==> src/rtl/apb_master_ctrl.sv <==
// apb_master_ctrl: pops requests from a request FIFO, runs one APB transfer per
// request and pushes exactly one response per request into a response FIFO.
//
// Optional feature: define APB_TIMEOUT_EN to enable the ACCESS wait-state
// timeout (TIMEOUT_CYC cycles). Without it ACCESS waits indefinitely.
//
// Ports:
//   clk, rst                         clock, synchronous active-high reset
//   req_fifo_empty/rd_en/rdata       request FIFO, rdata = {wr, sel, addr, wdata}
//   resp_fifo_full/wr_en/wdata       response FIFO, wdata = {timeout, slverr, rdata}
//   psel/penable/pwrite/paddr/pwdata APB request side
//   pready/prdata/pslverr            APB completion side
//   busy                             high whenever the FSM is not IDLE
module apb_master_ctrl #(
  parameter int unsigned ADDR_W      = 32,
  parameter int unsigned DATA_W      = 32,
  parameter int unsigned NUM_SLV     = 4,
  parameter int unsigned TIMEOUT_CYC = 16,
  localparam int unsigned SEL_W      = (NUM_SLV > 1) ? $clog2(NUM_SLV) : 1,
  localparam int unsigned REQ_W      = 1 + SEL_W + ADDR_W + DATA_W,
  localparam int unsigned RESP_W     = 2 + DATA_W
) (
  input  logic               clk,
  input  logic               rst,
  input  logic               req_fifo_empty,
  output logic               req_fifo_rd_en,
  input  logic [REQ_W-1:0]   req_fifo_rdata,
  input  logic               resp_fifo_full,
  output logic               resp_fifo_wr_en,
  output logic [RESP_W-1:0]  resp_fifo_wdata,
  output logic [NUM_SLV-1:0] psel,
  output logic               penable,
  output logic               pwrite,
  output logic [ADDR_W-1:0]  paddr,
  output logic [DATA_W-1:0]  pwdata,
  input  logic               pready,
  input  logic [DATA_W-1:0]  prdata,
  input  logic               pslverr,
  output logic               busy
);

  // Elaboration-time parameter range check.
  if (NUM_SLV < 1 || NUM_SLV > 16 || TIMEOUT_CYC < 1) begin : g_param_chk
    $error("apb_master_ctrl: parameter out of range");
  end

  typedef enum logic [2:0] {
    IDLE      = 3'd0,
    FIFO_RREQ = 3'd1,
    SAMPLE    = 3'd2,
    SETUP     = 3'd3,
    ACCESS    = 3'd4,
    RESP_PUSH = 3'd5
  } state_t;

  state_t state_q, state_nx;

  // Request fields as presented by the FIFO.
  logic               req_wr;
  logic [SEL_W-1:0]   req_sel;
  logic [ADDR_W-1:0]  req_addr;
  logic [DATA_W-1:0]  req_wdata;
  logic [NUM_SLV-1:0] req_sel_oh;
  logic               req_sel_ok;

  logic [NUM_SLV-1:0] sel_oh_q;
  logic [RESP_W-1:0]  resp_q;
  logic               timeout_hit;

  assign req_wr    = req_fifo_rdata[REQ_W-1];
  assign req_sel   = req_fifo_rdata[ADDR_W+DATA_W +: SEL_W];
  assign req_addr  = req_fifo_rdata[DATA_W +: ADDR_W];
  assign req_wdata = req_fifo_rdata[DATA_W-1:0];

  // One-hot decode; an out-of-range select decodes to all-zero.
  always_comb begin
    req_sel_oh = '0;
    for (int i = 0; i < NUM_SLV; i++) begin
      if (req_sel == SEL_W'(i)) req_sel_oh[i] = 1'b1;
    end
  end
  assign req_sel_ok = |req_sel_oh;

`ifdef APB_TIMEOUT_EN
  localparam int unsigned CNT_W = $clog2(TIMEOUT_CYC + 1);
  logic [CNT_W-1:0] to_cnt_q;

  // Counts ACCESS cycles without pready; cleared while in SETUP.
  always_ff @(posedge clk) begin
    if (rst) begin
      to_cnt_q <= '0;
    end else if (state_q == SETUP) begin
      to_cnt_q <= '0;
    end else if (state_q == ACCESS && !pready) begin
      to_cnt_q <= to_cnt_q + CNT_W'(1);
    end
  end

  // This cycle is the TIMEOUT_CYC-th waiting ACCESS cycle.
  assign timeout_hit = (to_cnt_q == CNT_W'(TIMEOUT_CYC - 1));
`else
  assign timeout_hit = 1'b0;
`endif

  // State register.
  always_ff @(posedge clk) begin
    if (rst) state_q <= IDLE;
    else     state_q <= state_nx;
  end

  // Next-state logic; pready wins over a timeout in the same cycle.
  always_comb begin
    state_nx = state_q;
    case (state_q)
      IDLE:      if (!req_fifo_empty) state_nx = FIFO_RREQ;
      FIFO_RREQ: state_nx = SAMPLE;
      SAMPLE:    state_nx = req_sel_ok ? SETUP : RESP_PUSH;
      SETUP:     state_nx = ACCESS;
      ACCESS:    if (pready || timeout_hit) state_nx = RESP_PUSH;
      RESP_PUSH: if (!resp_fifo_full) state_nx = IDLE;
      default:   state_nx = IDLE;
    endcase
  end

  // Output decode from state; the push is qualified by FIFO space.
  always_comb begin
    req_fifo_rd_en  = 1'b0;
    resp_fifo_wr_en = 1'b0;
    psel            = '0;
    penable         = 1'b0;
    busy            = 1'b0;
    if (state_q != IDLE) busy = 1'b1;
    case (state_q)
      FIFO_RREQ: req_fifo_rd_en = 1'b1;
      SETUP:     psel = sel_oh_q;
      ACCESS: begin
        psel    = sel_oh_q;
        penable = 1'b1;
      end
      RESP_PUSH: resp_fifo_wr_en = !resp_fifo_full;
      default: ;
    endcase
  end

  // Request latch and response capture.
  always_ff @(posedge clk) begin
    if (rst) begin
      pwrite   <= 1'b0;
      paddr    <= '0;
      pwdata   <= '0;
      sel_oh_q <= '0;
      resp_q   <= '0;
    end else begin
      case (state_q)
        SAMPLE: begin
          pwrite   <= req_wr;
          paddr    <= req_addr;
          pwdata   <= req_wdata;
          sel_oh_q <= req_sel_oh;
          if (!req_sel_ok) resp_q <= {1'b0, 1'b1, DATA_W'(0)};
        end
        ACCESS: begin
          if (pready) begin
            resp_q <= {1'b0, pslverr, (pwrite ? DATA_W'(0) : prdata)};
          end else if (timeout_hit) begin
            resp_q <= {1'b1, 1'b1, DATA_W'(0)};
          end
        end
        default: ;
      endcase
    end
  end

  assign resp_fifo_wdata = resp_q;

endmodule

==> config.mk <==
export PLATFORM = sky130hd
export DESIGN_NAME = apb_master_ctrl
export DESIGN_NICKNAME = d
export VERILOG_FILES = /design/src/rtl/apb_master_ctrl.sv
export SDC_FILE = /design/constraint.sdc
export NUM_CORES = 1
export LEC_CHECK = 0
export CAP_MARGIN = 20
export CORE_UTILIZATION = 39
export DETAILED_ROUTE_END_ITERATION = 12
export PLACE_DENSITY = 0.91
export SYNTH_ARGS = -nofsm -noshare
export SYNTH_HDL_FRONTEND = slang
export SYNTH_SLANG_ARGS = --single-unit
export TNS_END_PERCENT = 30
==> constraint.sdc <==
create_clock -name clk -period 2 [get_ports clk]
set_input_delay 0.2 -clock clk [delete_from_list [all_inputs] [get_ports clk]]
set_output_delay 0.2 -clock clk [all_outputs]
set_load 0.02 [all_outputs]
After elaboration in Yosys (flattened, before gate mapping) --
Index checks and enable logic that the tools add are counted.
Cells by class: shift operators 0, order comparisons 0, reductions and logical operators 9, div/mod/pow operators 0, bitwise gates (word level) 0, $add $sub $neg 0, $mul 0, equality and inequality tests 12, multiplexer cells 18
Operator list (count):
- 2-to-1 mux 34 bit | 2
- one-hot mux 34 bit (2 select lines) | 1
- 2-to-1 mux 32 bit | 1
- one-hot mux 3 bit (6 select lines) | 1
- 2-to-1 mux 3 bit | 4
- 2-to-1 mux 1 bit | 8
- inequality test 2 bit (second input constant) | 4
- equality test 3 x 2 -> 1 bit (second input constant) | 2
- equality test 3 bit (second input constant) | 2
- AND reduction 3 bit | 2
- equality test 2 bit (second input constant) | 2
- 2-to-1 mux 4 bit | 1
- OR reduction 4 bit | 1
- equality test 3 x 1 -> 1 bit (second input constant) | 1
- zero test 3 bit | 1
- nonzero test 3 bit | 1
- equality test 2 x 1 -> 1 bit (second input constant) | 1
- zero test 2 bit | 1
- nonzero test 2 bit | 1
- OR reduction 2 bit | 1
- zero test 1 bit | 1
Word-level totals: memory bits (writable) 0, memories 0, register bits 106, memory bits (read-only) 0, latch bits 0

Longest topological paths before layout --
word-level depth 5, depth in mapped cells 7, mapped depth without buffers 3

Worst setup path before layout --
No wires, ideal clock.
path kind register to register, start point register state_q[2], end point register paddr[0], clock period less this slack 1.478 ns, stages on the path, launching flop included 8, library setup time 0.132 ns, data required time 1.868 ns, path buffers 4, path slack 0.522 ns, arrival time 1.345 ns, cells stage by stage dfxtp_1 buf_6 or3b_1 buf_2 buf_2 buf_2 nand2_1 a21oi_1
Between the ends: word-level cells in the longest chain between the ends 1
RTL lines:
- start, declared | line 56 | state_t state_q, state_nx;
- start signal, assigned | line 108 | else state_q <= state_nx;
- equality test 3 x 2 -> 1 bit | line 154 | case (state_q)
- end signal, assigned | line 157 | paddr <= req_addr;
- end, declared | line 34 | output logic [ADDR_W-1:0] paddr,
No other way between the ends. A chain may end at the register's enable or synchronous reset.

Final worst setup path --
start point register state_q[1], end point output penable
Between the ends: word-level cells in the longest chain between the ends 2
RTL lines:
- equality test 3 bit | line 133 | case (state_q)
- 2-to-1 mux 1 bit | line 133
- end, declared | line 32 | output logic penable,
No other way between the ends.

==> flow_metrics.env <==
export IMPL_peakVddDrop_mv=0.5839
export IMPL_dr_pass1_iters=7
export IMPL_cts_setup_buffers=0
export IMPL_design_area_um2=6277
export IMPL_crit_path_start="state_q[1]"
export IMPL_synth_edf_count=0
export IMPL_drtIter0Drc=89
export IMPL_finalCriticalPeriod_ns=1.888
export IMPL_path_class="flop to output pin"
export IMPL_syn2layout_area_growth_pct=62.26
export IMPL_route_detailed_drc=0
export IMPL_cp_max_fo=4
export IMPL_hold_path_class="input port to flop"
export IMPL_synth_flop_cell="dfxtp_1"
export IMPL_setup_tns_ns=0
export IMPL_rsz0062_at_grt="false"
export IMPL_drv_slew=0
export IMPL_detail_route_antenna_nets=0
export IMPL_overflow=0
export IMPL_ys_seq_area_share_pct=54.33
export IMPL_wirelength_mm=11.48
export IMPL_r2r_slack_ns=0.31
export IMPL_netlist_area_um2=3869
export IMPL_skew_ns=0.01412
export IMPL_cts_root_buffer="clkbuf_8"
export IMPL_cts_max_level=3
export IMPL_seqPwrFrac_pct=49.9
export IMPL_cp_depth=4
export IMPL_dp_cells=787
export IMPL_p_int_mw=3.300
export IMPL_crit_chain="nand2b_1 -> buf_4 -> nor2_1 -> clkdlybuf4s50_1"
export IMPL_die_area_um2=10320
export IMPL_finalHoldViolCount=0
export IMPL_grt_usage_pct=21.71
export IMPL_coreArea_um2=9415
export IMPL_drive_above_1_share_pct=4.606
export IMPL_fin_cells=802
export IMPL_port_buffers=210
export IMPL_critPathBufInv=2
export IMPL_avgSynthCellArea_um2=8.094
export IMPL_p_switching_mw=1.259
export IMPL_cts_tree="done"
export IMPL_leakage_nw=2.145
export IMPL_hold_slack_ns=0.2762
export IMPL_die_w_um=101.6
export IMPL_place_area_um2=6092
export IMPL_grt_pass1_wl_mm=17.75
export IMPL_r2r_start="state_q[2]"
export IMPL_setup_viol=0
export IMPL_r2r_worst_path_cells=5
export IMPL_ios=212
export IMPL_drt_vias_per_instance=4.914
export IMPL_vias=3941
export IMPL_required_ns=1.80
export IMPL_finalPower_mw=4.558
export IMPL_grt_pass1_vias=3936
export IMPL_antenna_found_initial=0
export IMPL_ys_ff_latch=105
export IMPL_wl_per_cell_um=14.31
export IMPL_async_reset_ff_share_pct=0
export IMPL_crit_end="penable"
export IMPL_clk_latency_ns=0.35
export IMPL_power_share_combinational_pct=22.3
export IMPL_status="complete, no violations"
export IMPL_slowest_stage="clkdlybuf4s50_1"
export IMPL_start_util_pct=41.09
export IMPL_slowest_delay_ns=0.60
export IMPL_yosysWarningCount=0
export IMPL_worstSetupStartpointType="flop"
export IMPL_nets=774
export IMPL_numCtsBuffers=9
export IMPL_crit_arrival_ns=1.69
export IMPL_powerDensity_nw_per_um2=726.2
export IMPL_finalCritPeriodShare_pct=94.38
export IMPL_end_kind="output pin"
export IMPL_maxCapViolations=0
export IMPL_p_sw_share_pct=27.61
export IMPL_clockBufferDepth=2
export IMPL_dp_hpwl_mm=8.449
export IMPL_place_congestion=0.8028
export IMPL_die_y_um=101.6
export IMPL_path_clk_slew_ns=0.10
export IMPL_n_antenna_cell=0
export IMPL_cts_sinks=105
export IMPL_netlist_instances=478
export IMPL_grt_max_degree=68
export IMPL_critical_path_top_delay_family="buffers and inverters"
export IMPL_rr_endpoint="sel_oh_q[1]"
export IMPL_synth_nets=583
export IMPL_cts_hold_buf=0
export IMPL_fmax_mhz=529.8
export IMPL_synth_cell_types=25
export IMPL_pwr_share_clk_pct=27.8
export IMPL_fp_row_count=35
-- worst min-delay path by stage --
stage / endpoint / depth (start not counted) / from
floorplan: paddr[1] / 2 / req_fifo_rdata[33]
global placement: resp_fifo_wdata[26] / 2 / resp_fifo_wdata[26]
detailed placement: resp_fifo_wdata[26] / 2 / resp_fifo_wdata[26]
CTS: resp_fifo_wdata[32] / 2 / rst
global route: resp_fifo_wdata[30] / 2 / rst
finish: resp_fifo_wdata[32] / 2 / rst
-- registers in the layout (all words and copies together) (netlist names) --
name and cells:
resp_fifo_wdata 33, paddr 32, sel_oh_q 4, state_q 3, pwrite 1, pwdata 32
-- logic make-up (layout without fill, tap and decap cells) --
logic type	count (synthesis)	count (layout)	share of synthesized area, %
muxes	1	1	0.2587
xor gates and xnor gates	1	1	0.2264
other	1	1	0.09693
AOI/OAI and AO/OA	105	105	13.71
DFF	105	105	54.33
and+or+nand+nor	223	223	26.55
buffers and inverters	42	237	4.819
-- worst register-to-register path, cell delays in order, from the launching register on --
cell and delay, ns:
dfxtp_1 0.34, buf_4 0.17, or3b_2 0.60, buf_4 0.28
nand2_1 0.11, a21oi_1 0.07
-- metal layers --
metal / part of all wire, % / track usage [%] / up-vias
li1: - / - / 1935
met1: 39 / 22.90 / 1840
met2: 53 / 40.75 / 150
met3: 7.0 / 6.418 / 16
met4: 1.6 / 7.469 / 0
met5: 0 / 0 / -
-- repair_timing --
action	4_1_cts	5_1_grt
gates resized for setup	9	1
cloned	0	0
endpoints found under the setup margin	6	1
endpoints found under the hold margin	0	0
-- through the flow --
step | util, % | worst slack, ns
2_1_floorplan | - | 0.5224
3_3_place_gp | 64.70 | 0.2262
3_5_place_dp | 64.70 | 0.1274
4_1_cts | 66.64 | 0.03040
5_1_grt | 66.67 | 0.01372
6_report | 66.67 | 0.1124
-- final cells by class --
class / count / area [µm²]
clock inverters: 4 / 53.80
clock buffers: 11 / 131.4
multi-input cells: 331 / 1605
well taps: 129 / 161.4
repair buffers: 222 / 2222
flip-flops and latches: 105 / 2103
fillers: 737 / 3138
-- power groups by stage --
stage	sequential [mW]	combinational, mW	clock [mW]
2_1_floorplan	2.44	0.349	0
3_3_place_gp	2.31	1.00	0
3_5_place_dp	2.32	1.02	0
4_1_cts	2.28	1.02	1.31
5_1_grt	2.29	1.09	1.38
6_report	2.27	1.02	1.27
-- layout by cell type (no fill, tap or decap), drive strengths merged, types with 2 or more instances in the layout --
cell type,netlist,layout
clkdlybuf4s50,0,202
nor3b,2,2
dlygate4sd2,0,6
buf,14,13
nor2,3,3
nand2,168,168
a21oi,103,103
dfxtp,105,105
clkinvlp,0,2
clkbuf,28,11
or3,2,2
and2,4,4
nand3b,35,35
nand2b,3,3
-- cells in the mapped netlist (2+ instances only) --
cell type / count / area [µm²]
nor2_1: 3 / 11.26
or3_1: 2 / 12.51
clkbuf_1: 28 / 105.1
and2_1: 4 / 25.02
nand2b_1: 3 / 18.77
dfxtp_1: 105 / 2102
buf_4: 2 / 15.01
a21oi_1: 103 / 515.5
nand2_1: 168 / 630.6
buf_2: 11 / 55.05
nand3b_1: 35 / 262.8
(Power assumes the default switching activity.)
